<file path="config.mk">
export PLATFORM = sky130hd
export DESIGN_NAME = codec_config_sequencer_flat
export DESIGN_NICKNAME = d
export VERILOG_FILES = /design/src/rtl/codec_cfg_pkg.sv /design/src/rtl/codec_config_sequencer_if.sv /design/src/rtl/i2c_bit_tick.sv /design/src/rtl/codec_config_sequencer.sv /design/src/flat_wrapper.sv
export SDC_FILE = /design/constraint.sdc
export NUM_CORES = 1
export LEC_CHECK = 0
export ABC_CLOCK_PERIOD_IN_PS = 3300
export CELL_PAD_IN_SITES_DETAIL_PLACEMENT = 0
export CELL_PAD_IN_SITES_GLOBAL_PLACEMENT = 1
export CORE_UTILIZATION = 51
export DETAILED_ROUTE_END_ITERATION = 7
export HOLD_SLACK_MARGIN = 0.06
export PLACE_DENSITY_LB_ADDON = 0.2
export SLEW_MARGIN = 20
export SYNTH_ARGS = -nofsm -noshare
export SYNTH_HDL_FRONTEND = slang
export SYNTH_SLANG_ARGS = --single-unit
</file>
<file path="constraint.sdc">
create_clock -name Clk -period 3.3 [get_ports Clk]
set_clock_uncertainty 0.2 [all_clocks]
set_input_delay 0.66 -clock Clk [delete_from_list [all_inputs] [get_ports Clk]]
set_output_delay 0.66 -clock Clk [all_outputs]
set_load 0.03 [all_outputs]
</file>
<file path="src/rtl/codec_cfg_pkg.sv">
// codec_cfg_pkg: WM8731 register table, sequencer state encoding and I2C byte helper.
package codec_cfg_pkg;

    typedef struct packed {
        logic [6:0] addr;
        logic [8:0] data;
    } codec_reg_t;

    localparam int CODEC_TABLE_LEN = 11;

    // Index 0 is the leftmost element: R15 reset first, R9 activates the codec last.
    localparam codec_reg_t [0:CODEC_TABLE_LEN-1] CODEC_INIT_TABLE = {
        codec_reg_t'{7'd15, 9'h000},
        codec_reg_t'{7'd6,  9'h000},
        codec_reg_t'{7'd0,  9'h017},
        codec_reg_t'{7'd1,  9'h017},
        codec_reg_t'{7'd2,  9'h079},
        codec_reg_t'{7'd3,  9'h079},
        codec_reg_t'{7'd4,  9'h012},
        codec_reg_t'{7'd5,  9'h000},
        codec_reg_t'{7'd7,  9'h001},
        codec_reg_t'{7'd8,  9'h000},
        codec_reg_t'{7'd9,  9'h001}
    };

    typedef enum logic [2:0] {IDLE, START, SHIFT, ACK, STOP, GAP, DONE, FAIL} seq_state_t;

    function automatic logic [7:0] tx_byte(input logic [7:0] dev, input codec_reg_t e,
                                           input logic [1:0] sel);
        return sel == 2'd0 ? dev : sel == 2'd1 ? {e.addr, e.data[8]} : e.data[7:0];
    endfunction

endpackage

</file>
<file path="src/rtl/codec_config_sequencer_if.sv">
// codec_config_sequencer_if: control flags and I2C pins between the sequencer and the board.
// vol_in exists only when CODEC_VOL_UPDATE_EN is defined.
interface codec_config_sequencer_if;
    logic INIT;
    logic INIT_FINISH;
    logic ERROR;
    logic I2C_SCLK;
    logic sda_in;
    logic sda_oe;
`ifdef CODEC_VOL_UPDATE_EN
    logic [6:0] vol_in;
    modport master (input INIT, sda_in, vol_in, output INIT_FINISH, ERROR, I2C_SCLK, sda_oe);
    modport slave (output INIT, sda_in, vol_in, input INIT_FINISH, ERROR, I2C_SCLK, sda_oe);
`else
    modport master (input INIT, sda_in, output INIT_FINISH, ERROR, I2C_SCLK, sda_oe);
    modport slave (output INIT, sda_in, input INIT_FINISH, ERROR, I2C_SCLK, sda_oe);
`endif
endinterface

</file>
<file path="src/rtl/i2c_bit_tick.sv">
// i2c_bit_tick: one-clock qtick strobe every QDIV clocks; an I2C bit spans four qticks.
module i2c_bit_tick #(
    parameter int QDIV = 125
) (
    input  logic Clk,
    input  logic Reset,
    output logic o_qtick
);
    localparam int CW = QDIV > 1 ? $clog2(QDIV) : 1;
    localparam logic [CW-1:0] LAST = CW'(QDIV - 1);

    logic [CW-1:0] r_cnt;
    logic          r_qtick;

    always_ff @(posedge Clk or negedge Reset) begin
        if (!Reset) begin
            r_cnt   <= '0;
            r_qtick <= 1'b0;
        end else begin
            r_qtick <= r_cnt == LAST;
            r_cnt   <= r_cnt == LAST ? '0 : r_cnt + 1'b1;
        end
    end

    assign o_qtick = r_qtick;
endmodule

</file>
<file path="src/rtl/codec_config_sequencer.sv">
// codec_config_sequencer: writes the WM8731 init table over I2C, one 3-byte write per entry, NACK retry.
// CODEC_VOL_UPDATE_EN: after init, every vol_in change rewrites R2 for both headphone channels.
module codec_config_sequencer
    import codec_cfg_pkg::*;
#(
    parameter int         CLK_HZ    = 50_000_000,
    parameter int         I2C_HZ    = 100_000,
    parameter int         NUM_REGS  = 11,
    parameter int         MAX_RETRY = 3,
    parameter logic [7:0] DEV_ADDR  = 8'h34
) (
    input logic Clk,
    input logic Reset,
    codec_config_sequencer_if.master bus
);
    localparam int QDIV = CLK_HZ / (4 * I2C_HZ);
    localparam int IW   = NUM_REGS > 1 ? $clog2(NUM_REGS) : 1;
    localparam int RW   = MAX_RETRY > 0 ? $clog2(MAX_RETRY + 1) : 1;

    seq_state_t      r_state;
    logic [1:0]      r_ph;
    logic [1:0]      r_byte;
    logic [2:0]      r_bit;
    logic [IW-1:0]   r_idx;
    logic [RW-1:0]   r_retry;
    logic            r_nack;
    logic            r_scl;
    logic            r_sda_oe;
    logic            r_init_finish;
    logic            r_error;
    logic            w_qtick;
    logic            w_last;
    codec_reg_t      w_entry;
    logic [7:0]      w_tx_byte;

    i2c_bit_tick #(.QDIV(QDIV)) u_tick (.Clk(Clk), .Reset(Reset), .o_qtick(w_qtick));

`ifdef CODEC_VOL_UPDATE_EN
    logic [6:0] r_vol_s1;
    logic [6:0] r_vol_s2;
    logic [6:0] r_vol_seen;
    logic [6:0] r_vol_data;
    logic       r_vol_pend;
    logic       r_vol_wr;

    // A pending request is consumed when DONE launches the write; changes during a write re-arm it once.
    always_ff @(posedge Clk or negedge Reset) begin
        if (!Reset) begin
            r_vol_s1   <= '0;
            r_vol_s2   <= '0;
            r_vol_seen <= '0;
            r_vol_pend <= 1'b0;
        end else begin
            r_vol_s1   <= bus.vol_in;
            r_vol_s2   <= r_vol_s1;
            r_vol_seen <= r_vol_s2;
            if ((r_state == DONE && r_vol_pend) || r_state == IDLE)
                r_vol_pend <= 1'b0;
            else if (r_vol_s2 != r_vol_seen && (r_state == DONE || (r_vol_wr && r_state != FAIL)))
                r_vol_pend <= 1'b1;
        end
    end

    assign w_entry = r_vol_wr ? codec_reg_t'{7'd2, {2'b10, r_vol_data}} : CODEC_INIT_TABLE[r_idx];
`else
    assign w_entry = CODEC_INIT_TABLE[r_idx];
`endif

    assign w_tx_byte = tx_byte(DEV_ADDR, w_entry, r_byte);
    assign w_last    = r_idx == IW'(NUM_REGS - 1);

    always_ff @(posedge Clk or negedge Reset) begin
        if (!Reset) begin
            r_state       <= IDLE;
            r_ph          <= '0;
            r_byte        <= '0;
            r_bit         <= '0;
            r_idx         <= '0;
            r_retry       <= '0;
            r_nack        <= 1'b0;
            r_scl         <= 1'b1;
            r_sda_oe      <= 1'b0;
            r_init_finish <= 1'b0;
            r_error       <= 1'b0;
`ifdef CODEC_VOL_UPDATE_EN
            r_vol_wr      <= 1'b0;
            r_vol_data    <= '0;
`endif
        end else begin
            case (r_state)
                IDLE: begin
                    r_ph          <= '0;
                    r_idx         <= '0;
                    r_retry       <= '0;
                    r_init_finish <= 1'b0;
                    r_error       <= 1'b0;
`ifdef CODEC_VOL_UPDATE_EN
                    r_vol_wr      <= 1'b0;
`endif
                    if (bus.INIT) r_state <= START;
                end
                START: if (w_qtick) begin
                    if (r_ph == 2'd0) begin
                        r_sda_oe <= 1'b1;
                        r_ph     <= 2'd1;
                    end else begin
                        r_scl   <= 1'b0;
                        r_ph    <= '0;
                        r_byte  <= '0;
                        r_bit   <= 3'd7;
                        r_nack  <= 1'b0;
                        r_state <= SHIFT;
                    end
                end
                // Data bits and the ACK slot share the SCL low / SDA set / SCL high / sample rhythm.
                SHIFT, ACK: if (w_qtick) begin
                    r_ph <= r_ph + 2'd1;
                    case (r_ph)
                        2'd0: r_scl <= 1'b0;
                        2'd1: r_sda_oe <= r_state == ACK ? 1'b0 : ~w_tx_byte[r_bit];
                        2'd2: r_scl <= 1'b1;
                        default: begin
                            if (r_state == SHIFT) begin
                                if (r_bit == 3'd0) r_state <= ACK;
                                else r_bit <= r_bit - 3'd1;
                            end else if (bus.sda_in) begin
                                r_nack  <= 1'b1;
                                r_state <= STOP;
                            end else if (r_byte == 2'd2 || !bus.INIT) begin
                                r_state <= STOP;
                            end else begin
                                r_byte  <= r_byte + 2'd1;
                                r_bit   <= 3'd7;
                                r_state <= SHIFT;
                            end
                        end
                    endcase
                end
                STOP: if (w_qtick) begin
                    r_ph <= r_ph + 2'd1;
                    case (r_ph)
                        2'd0: r_scl <= 1'b0;
                        2'd1: r_sda_oe <= 1'b1;
                        2'd2: r_scl <= 1'b1;
                        default: begin
                            r_sda_oe <= 1'b0;
                            r_state  <= GAP;
                        end
                    endcase
                end
                GAP: if (w_qtick) begin
                    r_ph <= r_ph + 2'd1;
                    if (r_ph == 2'd3) begin
                        if (!bus.INIT) begin
                            r_state <= IDLE;
                        end else if (r_nack) begin
                            if (r_retry == RW'(MAX_RETRY)) r_state <= FAIL;
                            else begin
                                r_retry <= r_retry + 1'b1;
                                r_state <= START;
                            end
`ifdef CODEC_VOL_UPDATE_EN
                        end else if (r_vol_wr) begin
                            r_vol_wr <= 1'b0;
                            r_retry  <= '0;
                            r_state  <= DONE;
`endif
                        end else begin
                            r_retry <= '0;
                            if (w_last) r_state <= DONE;
                            else begin
                                r_idx   <= r_idx + 1'b1;
                                r_state <= START;
                            end
                        end
                    end
                end
                DONE: begin
                    r_init_finish <= 1'b1;
                    if (!bus.INIT) r_state <= IDLE;
`ifdef CODEC_VOL_UPDATE_EN
                    else if (r_vol_pend) begin
                        r_vol_wr   <= 1'b1;
                        r_vol_data <= r_vol_s2;
                        r_state    <= START;
                    end
`endif
                end
                FAIL: begin
                    r_error <= 1'b1;
                    if (!bus.INIT) r_state <= IDLE;
                end
                default: r_state <= IDLE;
            endcase
        end
    end

    assign bus.INIT_FINISH = r_init_finish;
    assign bus.ERROR       = r_error;
    assign bus.I2C_SCLK    = r_scl;
    assign bus.sda_oe      = r_sda_oe;
endmodule
</file>
<file path="src/flat_wrapper.sv">
// flat-port wrapper written by rule: the top's interface ports become plain ports
module codec_config_sequencer_flat import codec_cfg_pkg::*;
#(
    parameter int         CLK_HZ    = 50_000_000,
    parameter int         I2C_HZ    = 100_000,
    parameter int         NUM_REGS  = 11,
    parameter int         MAX_RETRY = 3,
    parameter logic [7:0] DEV_ADDR  = 8'h34
)
  (Clk, Reset, bus_INIT, bus_sda_in, bus_INIT_FINISH, bus_ERROR, bus_I2C_SCLK, bus_sda_oe);
  codec_config_sequencer_if bus_i ();
  input logic Clk;
  input logic Reset;
  input wire logic [$bits(bus_i.INIT)-1:0] bus_INIT;
  input wire logic [$bits(bus_i.sda_in)-1:0] bus_sda_in;
  output wire logic [$bits(bus_i.INIT_FINISH)-1:0] bus_INIT_FINISH;
  output wire logic [$bits(bus_i.ERROR)-1:0] bus_ERROR;
  output wire logic [$bits(bus_i.I2C_SCLK)-1:0] bus_I2C_SCLK;
  output wire logic [$bits(bus_i.sda_oe)-1:0] bus_sda_oe;
  assign bus_i.INIT = bus_INIT;
  assign bus_i.sda_in = bus_sda_in;
  assign bus_INIT_FINISH = bus_i.INIT_FINISH;
  assign bus_ERROR = bus_i.ERROR;
  assign bus_I2C_SCLK = bus_i.I2C_SCLK;
  assign bus_sda_oe = bus_i.sda_oe;
  codec_config_sequencer #(.CLK_HZ(CLK_HZ), .I2C_HZ(I2C_HZ), .NUM_REGS(NUM_REGS), .MAX_RETRY(MAX_RETRY), .DEV_ADDR(DEV_ADDR)) u_core (.Clk(Clk), .Reset(Reset), .bus(bus_i));
endmodule
</file>
# After elaboration in Yosys (flattened, before gate mapping)
# Memory sizes are Yosys's and may differ from the RTL's.
# Index checks and enable logic that the tools add are counted.
[totals] memories=1 wordCells=174 input_bits=4 out_inout_bits=4 ramBits=0 mem_bits_ro=256 latchBits=0 register_bits=29
[memory_table] name="(name not given)" words=16 word_bits=16 read_ports=1 rd_ports_with_merged_regs=0 write_ports=0 line="codec_config_sequencer.sv:66" rtl="assign w_entry = CODEC_INIT_TABLE[r_idx];"
[op_classes] mux=79 n_bitwise=2 magnitude_cmp=2 reduce_logical=28 addsub=6 shifts=0 mul=0 div=0 eq_ne=43
[op_table] operator="2-to-1 mux 3 bit" count=26
[op_table] operator="inequality test 2 bit (second input constant)" count=17
[op_table] operator="2-to-1 mux 16 bit" count=2
[op_table] operator="2-to-1 mux 2 bit" count=14
[op_table] operator="2-to-1 mux 4 bit" count=5
[op_table] operator="case mux 3 bit (6 select lines)" count=1
[op_table] operator="2-to-1 mux 8 bit" count=2
[op_table] operator="AND reduction 8 bit" count=2
[op_table] operator="2-to-1 mux 1 bit" count=15
[op_table] operator="AND reduction 7 bit" count=2
[op_table] operator="== test 3 bit (second input constant)" count=4
[op_table] operator="case mux 1 bit (2 select lines)" count=6
[op_table] operator="AND reduction 11 bit" count=1
[op_table] operator="inequality test 2 x 1 -> 1 bit (second input constant)" count=5
[op_table] operator="AND reduction 5 bit" count=2
[op_table] operator="nonzero test 2 bit" count=5
[op_table] operator="inequality test 3 bit (second input constant)" count=3
[op_table] operator="== test 2 bit (second input constant)" count=4
[op_table] operator="case mux 2 bit (2 select lines)" count=2
[op_table] operator="case mux 4 bit (2 select lines)" count=1
[op_table] operator="adder 7 x 1 -> 7 bit (second input constant)" count=1
[op_table] operator="== test 7 bit (second input constant)" count=1
[op_table] operator="2-to-1 mux 7 bit" count=1
[op_table] operator="adder 2 x 1 -> 2 bit (second input constant)" count=3
[op_table] operator="other kinds (26)" count=35

# Longest topological paths before layout
[logic_depth] depth_word=13 depth_mapped=8 mapped_depth_nobuf=7

# Hierarchy
# Synthesis repeated with hierarchy kept, for this count alone.
[hier_totals] hier_cells=253 area_unflattened_um2=2183.3
[modules_own_cells] mod="codec_config_sequencer" area_each_um2=1813.0 n_inst=1 cells_each=221
[modules_own_cells] mod="i2c_bit_tick" area_each_um2=370.4 n_inst=1 cells_each=32

# Worst setup path after synthesis
# OpenSTA, ideal clock, no wires.
[synth_path] kind="flip-flop to flip-flop" from="register u_core.r_ph[0]" to="register u_core.r_state[1]" setup_ns=0.126 arrival_ns=1.855 n_path_buf=1 slack_ns=1.119 period_less_slack_ns=2.181 path_stages_with_launch=9 path_cell_list="dfrtp_1 -> inv_1 -> ha_1 -> buf_2 -> nand3b_1 -> a21oi_1 -> a211o_1 -> or2_4 -> o32a_1"
[synth_between] elab_chain_len=4
[synth_rtl] element="from (decl)" line="codec_config_sequencer.sv:21" rtl="logic [1:0] r_ph;"
[synth_rtl] element="from (signal assigned)" line="codec_config_sequencer.sv:117" rtl="r_ph <= r_ph + 2'd1;"
[synth_rtl] element="from (signal assigned)" line="codec_config_sequencer.sv:140" rtl="r_ph <= r_ph + 2'd1;"
[synth_rtl] element="from (signal assigned)" line="codec_config_sequencer.sv:152" rtl="r_ph <= r_ph + 2'd1;"
[synth_rtl] element="== test 2 x 1 -> 1 bit, or another cell as far along" line="codec_config_sequencer.sv:118, codec_config_sequencer.sv:141"
[synth_rtl] element="OR reduction 3 bit (no line)"
[synth_rtl] element="inequality test 2 bit (no line)"
[synth_rtl] element="AND reduction 11 bit (no line) *"
[synth_rtl] element="to (signal assigned)" line="codec_config_sequencer.sv:124" rtl="if (r_bit == 3'd0) r_state <= ACK;"
[synth_rtl] element="to (signal assigned)" line="codec_config_sequencer.sv:128" rtl="r_state <= STOP;"
[synth_rtl] element="to (signal assigned)" line="codec_config_sequencer.sv:147" rtl="r_state <= GAP;"
[synth_rtl] element="to (decl)" line="codec_config_sequencer.sv:20" rtl="seq_state_t r_state;"
# Mark *: on every way between the ends. The rest lies on a longest branch, timed or not.
# A chain may end at the register's enable or synchronous reset.

# Worst setup path after layout
[layout_path] from="register u_core.r_state[2]" to="register u_core.r_state[1]"
[layout_between] elab_chain_len=5
[layout_rtl] element="from (signal assigned)" line="codec_config_sequencer.sv:74" rtl="r_state <= IDLE;"
[layout_rtl] element="from (signal assigned)" line="codec_config_sequencer.sv:100" rtl="if (bus.INIT) r_state <= START;"
[layout_rtl] element="from (signal assigned)" line="codec_config_sequencer.sv:112" rtl="r_state <= SHIFT;"
[layout_rtl] element="== test 3 x 2 -> 1 bit" line="codec_config_sequencer.sv:90, codec_config_sequencer.sv:123"
[layout_rtl] element="2-to-1 mux 3 bit" line="codec_config_sequencer.sv:123" rtl="if (r_state == SHIFT) begin"
[layout_rtl] element="2-to-1 mux 3 bit" line="codec_config_sequencer.sv:118" rtl="case (r_ph)"
[layout_rtl] element="2-to-1 mux 3 bit" line="codec_config_sequencer.sv:116" rtl="SHIFT, ACK: if (w_qtick) begin"
[layout_rtl] element="case mux 3 bit (6 select lines)" line="codec_config_sequencer.sv:90" rtl="case (r_state)"
# Parallel ways exist; a longest one is shown, timed or not. The select of a mux whose other input is x is not followed.

==> metrics <==
Die Span Y 66.5 µm; Mean Syn Cell Area 8.91 µm²; Resized Gates After CTS 0; via count 1748; Die W 66.5 µm; setup slack, reg-to-reg 0.85 ns; Fillers 368; Worst Setup EP u_core.r_state[1]; WP data required 3.26 ns; PnR Total Power 1190 µW; clk_lat worst skew 0.28 ns; synthesis-stage register bit count 29; Max Cap Viol 0; slack of the critical path 0.852 ns; vias in the first global route 1601; Die Area 4420 µm²; Synth area leader dfrtp_1; r2r endpoint u_core.r_state[1]; Syn-to-layout area delta 7.08%; GRT overflow 0; drt total wl 4500 µm; CP top delay family flip-flops; Ys Warns 0; Hold WC Path Type reg2reg; critical path depth in cells 5; cts bufs inserted 5; Worst path max stage delay 0.82 ns; antenna cells 0; CP Class reg2reg; Arr. time, crit path 2.41 ns; Root Driver clkbuf_8; HPWL Detailed 3300 µm; Placement Cell Area 2180 µm²; crit path capture type flop; Area contributors post-synth dfrtp_1 33%, ha_1 11%, mux2i_1 3.8%; Cell variety after synth 59; final setup vio count 0; Reg clk slew, reported paths 0.06 ns; Max H-tree Level 2; reg2reg path depth 5; Post-CTS Setup Repair Bufs 0; DR WL/cell 15.6 µm; maximum clock insertion buffer count 2; Leak 0.000965 µW; Crit-path slowest cell dfrtp_1; GPL Wtd Cong 0.801; Tot GR Track Use 22.4%; Main synth FF type dfrtp_1; Ports 8; Mapped Cells 238; PD cells 525 nW/µm²; Critical Path Source Type flop; most common cell after layout, fill and taps aside dfrtp_1; Final Max Tran Viols 0; worst-margin pin slew 0.756 ns; endpoints failing hold 0; layout cells sized above 1 6.28%; Multi-input gate area 1260 µm²; number of clock sinks 29; first-pass GRT wire length 7470 µm; period utilisation layout 74.2%; CP bufs+invs 0; CTS tree done; synthesized area 2120 µm²; row cnt 23; Seq/Total Area, Yosys 34.3%; # DRC 0; top cell type's share of synthesized area 33.1%; Max Freq 408 MHz; syn nets 261; Initial DRT Pass Iterations 4; final instance area 2270 µm²; Max VDD drop 0.457 mV; min Tclk post-route 2.45 ns; crit path from u_core.r_state[2]; Worst slew margin 49.6%; sequential cell area 727 µm²; I/O Buffers 7; CTS Hold Bufs 0; Nets 262; antenna-violating nets left 0; Initial DRC Count 141; Initial Util 53.0%; CP Cell Sequence or2b_1 -> nor3_1 -> a211o_1 -> or2_4 -> o32a_1; status finished clean; initial antenna violation count 0; Post-synth EDFFs 0; RSZ-0062 raised after global routing false; RR Startpoint u_core.r_state[2]; worst-path fanout max 26; Core ar. 4000 µm²; via density per instance 6.05; most frequent cells in the layout 28 x dfrtp_1, 19 x ha_1, 18 x nor2_1, 17 x nand2_1, 16 x o21ai_0; WHS Path Cells 1; Post-synth ARST share 100%; Fin Setup TNS 0 ns; largest net degree at the start of global routing 30; final hold slack 0.286 ns; pre-CTS setup slack 0.671 ns
[logic make-up after synthesis]
group	after synthesis	synth area share, %
simple gates	81	20.7
flops	29	34.3
xor+xnor	6	2.48
compound gates	64	20.5
buf+inv	30	6.43
fa+ha+maj	19	11.2
mux	9	4.31
[state kept, by name (all words and copies together) (netlist names)]
register and count:
u_core.r_byte 2, u_core.u_tick.r_cnt 7, u_core.bus.sda_oe 1, u_core.r_nack 1, u_core.bus.ERROR 1, u_core.bus.INIT_FINISH 1, u_core.bus.I2C_SCLK 1, u_core.r_ph 2
u_core.r_state 3, u_core.r_bit 3, u_core.u_tick.o_qtick 1, u_core.r_idx 4, u_core.r_retry 2
[layer usage]
metal	wire [µm]	global-route usage, %
met1	2190	30.5
met2	2090	34.8
met3	147	4.62
met4	75	8.24
met5	0	0
[Yosys cell counts (all sizes together), types with 2 or more instances]
cell and count:
dfrtp 28, a31oi 6, xor2 4, xnor2 2
a211oi 3, nand3 11, ha 19, o21ai 16
clkbuf 6, o211ai 2, and3 3, o22ai 2
a211o 3, o32ai 2, nor2 18, or2b 2
nand2 17, a21o 2, nor3 6, or3b 2
nor2b 5, buf 8, nand2b 3, nor4 3
inv 15, nand3b 4, o31ai 3, a21oi 11
a21boi 2, mux2i 8
[through the flow]
stage / instances / util (%)
final: 289 / 56.7
after global routing: 289 / 56.7
after CTS: 289 / 56.7
after detailed placement: 282 / 54.6
after global placement: 282 / 54.6
after floorplan: 238 / -
[report_power, final]
| part | internal (µW) | switching [µW] | leakage (µW) | total, µW |
|---|---|---|---|---|
| logic | 169 | 230 | 0.000560 | 400 |
| clock network | 165 | 126 | 0.0000443 | 291 |
| registers | 385 | 117 | 0.000361 | 502 |
| total | 720 | 473 | 0.000965 | 1190 |
[worst min-delay path by stage]
stage	startpoint	endpoint	slack [ns]
6_report	u_core.r_retry[0]	u_core.r_retry[0]	0.29
5_1_grt	u_core.u_tick.r_cnt[6]	u_core.u_tick.r_cnt[6]	0.31
4_1_cts	u_core.u_tick.r_cnt[0]	u_core.u_tick.r_cnt[0]	0.29
3_5_place_dp	u_core.u_tick.r_cnt[0]	u_core.u_tick.r_cnt[0]	0.28
3_3_place_gp	u_core.u_tick.r_cnt[0]	u_core.u_tick.r_cnt[0]	0.26
2_1_floorplan	Reset	u_core.bus.ERROR	0.16
[layout make-up]
type	instances	share of cell area [%]
multi-input combinational	179	55.3
sequential	29	32.0
clock buffer	7	3.80
timing repair buffer	8	3.42
tap	50	2.76
inverter	16	2.65
Power figures use the tool's default switching activity.
